<file path="src/rtl/io_input_conditioner_pkg.sv">
// io_cond_pkg: shared defaults and width helper for the board input conditioner.
// Rev 1.0
`default_nettype none

package io_cond_pkg;

  localparam int IO_NUM_SW         = 4;
  localparam int IO_NUM_GPIO       = 36;
  localparam int IO_TICK_DIV       = 50000;
  localparam int IO_STABLE_SAMPLES = 4;

  // A divide-by-one prescaler still needs a 1-bit counter to stay legal.
  function automatic int presc_width(input int div);
    return (div > 1) ? $clog2(div) : 1;
  endfunction

  localparam int PRESC_W = presc_width(IO_TICK_DIV);

endpackage

`default_nettype wire

</file>
<file path="src/rtl/io_input_conditioner_debounce_bit.sv">
// debounce_bit: 2-flop synchronizer plus sampled N-of-N debounce filter for one pin.
// Rev 1.0
`default_nettype none

module debounce_bit
  import io_cond_pkg::*;
#(
  parameter int STABLE_SAMPLES = IO_STABLE_SAMPLES
) (
  input  logic clk,
  input  logic rst,
  input  logic raw,
  input  logic tick,
  output logic clean,
  output logic rise,
  output logic fall,
  output logic accept
);

  logic                      sync1;
  logic                      sync2;
  logic [STABLE_SAMPLES-1:0] hist;
  logic [STABLE_SAMPLES-1:0] hist_next;

  assign hist_next = {hist[STABLE_SAMPLES-2:0], sync2};

  // Pre-register update flag, exported so the top can register a shared strobe
  // in the same cycle the clean level moves.
  assign accept = tick && (hist_next == {STABLE_SAMPLES{sync2}}) && (sync2 != clean);

  always_ff @(posedge clk or posedge rst) begin
    if (rst) begin
      sync1 <= 1'b0;
      sync2 <= 1'b0;
      hist  <= '0;
      clean <= 1'b0;
      rise  <= 1'b0;
      fall  <= 1'b0;
    end else begin
      sync1 <= raw;
      sync2 <= sync1;
      rise  <= accept && sync2;
      fall  <= accept && !sync2;
      if (tick) begin
        hist <= hist_next;
      end
      if (accept) begin
        clean <= sync2;
      end
    end
  end

endmodule

`default_nettype wire

</file>
<file path="src/rtl/io_input_conditioner.sv">
// io_input_conditioner: synchronizes and debounces switches and GPIO inputs, with event strobes.
// Rev 1.0
`default_nettype none

module io_input_conditioner
  import io_cond_pkg::*;
#(
  parameter int NUM_SW         = IO_NUM_SW,
  parameter int NUM_GPIO       = IO_NUM_GPIO,
  parameter int TICK_DIV       = IO_TICK_DIV,
  parameter int STABLE_SAMPLES = IO_STABLE_SAMPLES
) (
  input  logic                clk,
  input  logic                rst,
  input  logic [NUM_SW-1:0]   sw_raw,
  input  logic [NUM_GPIO-1:0] gpio_raw,
  output logic [NUM_SW-1:0]   sw_clean,
  output logic [NUM_GPIO-1:0] gpio_clean,
  output logic [NUM_SW-1:0]   sw_rise,
  output logic                gpio_change,
  output logic                sample_tick
);

  localparam int               CNT_W   = presc_width(TICK_DIV);
  localparam logic [CNT_W-1:0] CNT_MAX = CNT_W'(TICK_DIV - 1);

  logic [CNT_W-1:0]    cnt;
  logic [NUM_SW-1:0]   sw_fall;
  logic [NUM_SW-1:0]   sw_accept;
  logic [NUM_GPIO-1:0] gpio_rise;
  logic [NUM_GPIO-1:0] gpio_fall;
  logic [NUM_GPIO-1:0] gpio_accept;
  logic                unused_strobes;

  assign unused_strobes = ^{sw_fall, sw_accept, gpio_rise, gpio_fall};

  always_ff @(posedge clk or posedge rst) begin
    if (rst) begin
      cnt         <= '0;
      sample_tick <= 1'b0;
      gpio_change <= 1'b0;
    end else begin
      sample_tick <= (cnt == CNT_MAX);
      cnt         <= (cnt == CNT_MAX) ? '0 : cnt + 1'b1;
      gpio_change <= |gpio_accept;
    end
  end

  for (genvar i = 0; i < NUM_SW; i++) begin : g_sw
    debounce_bit #(
      .STABLE_SAMPLES(STABLE_SAMPLES)
    ) u_db (
      .clk    (clk),
      .rst    (rst),
      .raw    (sw_raw[i]),
      .tick   (sample_tick),
      .clean  (sw_clean[i]),
      .rise   (sw_rise[i]),
      .fall   (sw_fall[i]),
      .accept (sw_accept[i])
    );
  end

  for (genvar i = 0; i < NUM_GPIO; i++) begin : g_gpio
    debounce_bit #(
      .STABLE_SAMPLES(STABLE_SAMPLES)
    ) u_db (
      .clk    (clk),
      .rst    (rst),
      .raw    (gpio_raw[i]),
      .tick   (sample_tick),
      .clean  (gpio_clean[i]),
      .rise   (gpio_rise[i]),
      .fall   (gpio_fall[i]),
      .accept (gpio_accept[i])
    );
  end

endmodule

`default_nettype wire

</file>
<file path="config.mk">
export PLATFORM = sky130hd
export DESIGN_NAME = io_input_conditioner
export DESIGN_NICKNAME = d
export VERILOG_FILES = /design/src/rtl/io_input_conditioner_pkg.sv /design/src/rtl/io_input_conditioner_debounce_bit.sv /design/src/rtl/io_input_conditioner.sv
export SDC_FILE = /design/constraint.sdc
export NUM_CORES = 1
export LEC_CHECK = 0
export ABC_AREA = 1
export ABC_CLOCK_PERIOD_IN_PS = 10300
export CAP_MARGIN = 20
export CORE_AREA = 4 4 172 124
export CTS_CLUSTER_SIZE = 10
export DETAILED_ROUTE_END_ITERATION = 10
export DIE_AREA = 0 0 176 128
export PLACE_DENSITY = 0.77
export SETUP_SLACK_MARGIN = 0.4
export SLEW_MARGIN = 25
export SYNTH_ARGS = -nofsm -noshare
export SYNTH_HDL_FRONTEND = slang
export SYNTH_SLANG_ARGS = --single-unit
export TNS_END_PERCENT = 1
</file>
<file path="constraint.sdc">
create_clock -name clk -period 10.3 [get_ports clk]
set_input_delay 1.03 -clock clk [delete_from_list [all_inputs] [get_ports clk]]
set_output_delay 1.03 -clock clk [all_outputs]
set_load 0.02 [all_outputs]
</file>
==> flow_metrics.env <==
export IMPL_syn_area_per_cell_sq_um=9.09
export IMPL_p_int_mw=1.57
export IMPL_critPathBufInv=1
export IMPL_grt_overflow=0
export IMPL_clk_latency_ps=540
export IMPL_place_congestion=0.881
export IMPL_stdcell_count=1495
export IMPL_io_pins=88
export IMPL_rr_worst_depth=11
export IMPL_crit_chain="clkdlybuf4s50_1"
export IMPL_synth_cells=1174
export IMPL_r2r_end="gpio_change"
export IMPL_drv_slew=0
export IMPL_slew_headroom=0.413
export IMPL_cpLargestDelayFamily="flip-flops"
export IMPL_rsz0062_at_grt="false"
export IMPL_path_depth=1
export IMPL_cts_max_path_buffers=3
export IMPL_cp_slowest_cell="dfrtp_4"
export IMPL_switchingPower_uw=404
export IMPL_drt_total_wl_mm=19.9
export IMPL_max_stage_delay_ps=900
export IMPL_synth_area_sq_um=10700
export IMPL_skew_ps=13.0
export IMPL_multi_input_area_sq_um=3140
export IMPL_clkPwrFrac=0.446
export IMPL_power_frac_comb=0.021
export IMPL_ys_seq_area_frac=0.614
export IMPL_synth_compound_area_share=0.0621
export IMPL_synth_seq_cells=262
export IMPL_final_hold_viol_count=0
export IMPL_hpwl_mm=13.0
export IMPL_worstSetupStartpoint="sample_tick"
export IMPL_grt_pass1_wl_mm=34.3
export IMPL_clock_sinks=262
export IMPL_clk_pin_slew_ps=60
export IMPL_post_cts_buffers=0
export IMPL_synthFlopType="dfrtp_1"
export IMPL_start_kind="flop"
export IMPL_htree_levels=1
export IMPL_async_flop_share=1.00
export IMPL_dieHeight_um=128
export IMPL_yosysWarnings=0
export IMPL_grt_max_degree=116
export IMPL_fillers=1592
export IMPL_final_util=0.624
export IMPL_antenna_found_initial=0
export IMPL_dp_cells=1462
export IMPL_tritoncts="yes"
export IMPL_synth_edf_count=0
export IMPL_min_path_type="flop to flop"
export IMPL_clock_fmax_mhz=308
export IMPL_yosys_area_share_simple=0.221
export IMPL_min_period_ps=3240
export IMPL_synthAdderAreaFrac=0.00117
export IMPL_placed_cell_area_sq_um=11400
export IMPL_ff2ff_setup_slack_ps=7460
export IMPL_synth_distinct_cells=31
export IMPL_switching_share=0.204
export IMPL_via_count=7418
export IMPL_drt_pass1_iter_count=6
export IMPL_fp_row_count=43
export IMPL_syn_nets=1217
export IMPL_drc=0
export IMPL_drtIter0Drc=544
export IMPL_hold_worst_slack_ps=344
export IMPL_p_leak_nw=6.07
export IMPL_hold_buffers=0
export IMPL_final_cell_mix="nand2_1 (330), dfrtp_1 (261), nor2_1 (144)"
export IMPL_cts_resized=0
export IMPL_die_area_sq_um=22500
export IMPL_worstPathMaxFanout=73
export IMPL_peakVddDrop_uv=122
export IMPL_layout_setup_ws_ps=7060
export IMPL_layout_commonest_cell="nand2_1"
export IMPL_maxCapViolCount=0
export IMPL_final_layout_size_suffix_gt1_frac=0.0424
export IMPL_wl_per_cell_um=13.3
export IMPL_crit_required_ps=9270
export IMPL_worst_pin_slew_ps=880
export IMPL_die_w_um=176
export IMPL_numCtsBuffers=30
export IMPL_nets=1267
export IMPL_setup_tns_ps=0
export IMPL_design_area_sq_um=12200
export IMPL_synth_top_family_by_area="simple AND/OR/NAND/NOR gates"
export IMPL_synthMuxAreaShare=0.00422
export IMPL_finalPower_mw=1.98
export IMPL_r2r_start="sample_tick"
export IMPL_power_density_nw_per_um2=162
export IMPL_end_kind="output port"
export IMPL_grtUsageTotal=0.183
export IMPL_n_antenna_cell=0
export IMPL_status="completed"
export IMPL_start_util=0.545
export IMPL_seqPwrFrac=0.534
export IMPL_drt_antenna_violating_nets=0
export IMPL_finalSetupViolCount=0
export IMPL_synth_xor_area_share=0.00492
export IMPL_core_area_sq_um=19600
export IMPL_port_buffers=87
export IMPL_worstSetupEndpoint="sample_tick"
export IMPL_via_per_inst=4.96
export IMPL_dp_slack_ps=7080
export IMPL_synthToLayoutAreaGrowth_pct=14.5
export IMPL_fin_crit_sh=0.315
export IMPL_seq_area_sq_um=6560
export IMPL_cts_root_buffer="clkbuf_16"
export IMPL_grt_pass1_vias=7232
export IMPL_worst_setup_path_type="flop to output port"
export IMPL_cp_arrival_ps=2210
## synthesized netlist by cell type, types with 2 or more instances
library cell,count,area share
a21oi_1,20,0.0094
buf_2,14,0.0066
buf_4,47,0.033
buf_6,3,0.0032
clkbuf_1,9,0.0032
dfrtp_1,262,0.61
inv_1,129,0.045
inv_2,2,0.00070
mux2_2,4,0.0042
nand2_1,330,0.12
nand2_2,2,0.0012
nand3_1,29,0.014
nand3b_1,10,0.0070
nand4_1,36,0.021
nor2_1,144,0.051
nor2_2,3,0.0018
nor3_1,8,0.0038
nor3_4,2,0.0030
nor4_1,2,0.0012
o21a_1,3,0.0021
o21ai_0,99,0.046
o41ai_1,2,0.0016
xor2_1,6,0.0049
## per-layer routing
metal | up-vias | global-route usage | part of all wire
met4 | 0 | 0.0449 | 0.020
li1 | 3726 | - | -
met5 | - | 0 | 0
met2 | 150 | 0.286 | 0.45
met1 | 3502 | 0.271 | 0.48
met3 | 40 | 0.0327 | 0.044
## power by group through the flow
stage	sequential, mW	clock [mW]	combinational (mW)
after floorplan	1.07	0	0.0194
after global placement	1.07	0	0.0422
after detailed placement	1.07	0	0.0425
after CTS	1.06	0.906	0.0429
after global routing	1.06	0.947	0.0481
final	1.06	0.881	0.0410
## cell families after synthesis
family	after synthesis
AND/OR/NAND/NOR	569
multiplexers	4
buffers and inverters	204
XOR/XNOR	6
flip-flops	262
AO/OA/AOI/OAI	128
adder cells (fa/ha/maj)	1
## sequential cells by signal, summed over array words and instances (netlist names)
register and cells:
g_gpio.u_db.sync2 36, sample_tick 1, cnt 16, g_gpio.u_db.hist 108, g_sw.u_db.hist 12, gpio_change 1, g_gpio.u_db.sync1 36, g_gpio.u_db.clean 36
g_sw.u_db.rise 4, g_sw.u_db.clean 4, g_sw.u_db.sync2 4, g_sw.u_db.sync1 4
## area by class of cell
cell class / count / share of cell area
multi-input combinational: 708 / 0.257
inverter: 131 / 0.0410
tap: 270 / 0.0276
timing repair buffer: 91 / 0.0740
clock buffer: 31 / 0.0617
clock inverter: 2 / 0.00205
sequential: 262 / 0.537
## worst min-delay path by stage
stage                                from                     to  slack [ps]  depth (start not counted)
floorplan            g_gpio[0].u_db.sync1   g_gpio[0].u_db.sync2         330                          0
global placement    g_gpio[33].u_db.sync1  g_gpio[33].u_db.sync2         330                          0
detailed placement   g_gpio[1].u_db.sync1   g_gpio[1].u_db.sync2         330                          0
CTS                    g_sw[3].u_db.sync1     g_sw[3].u_db.sync2         350                          0
global route           g_sw[3].u_db.sync1     g_sw[3].u_db.sync2         350                          0
finish                 g_sw[3].u_db.sync1     g_sw[3].u_db.sync2         340                          0
(Power assumes the default switching activity.)
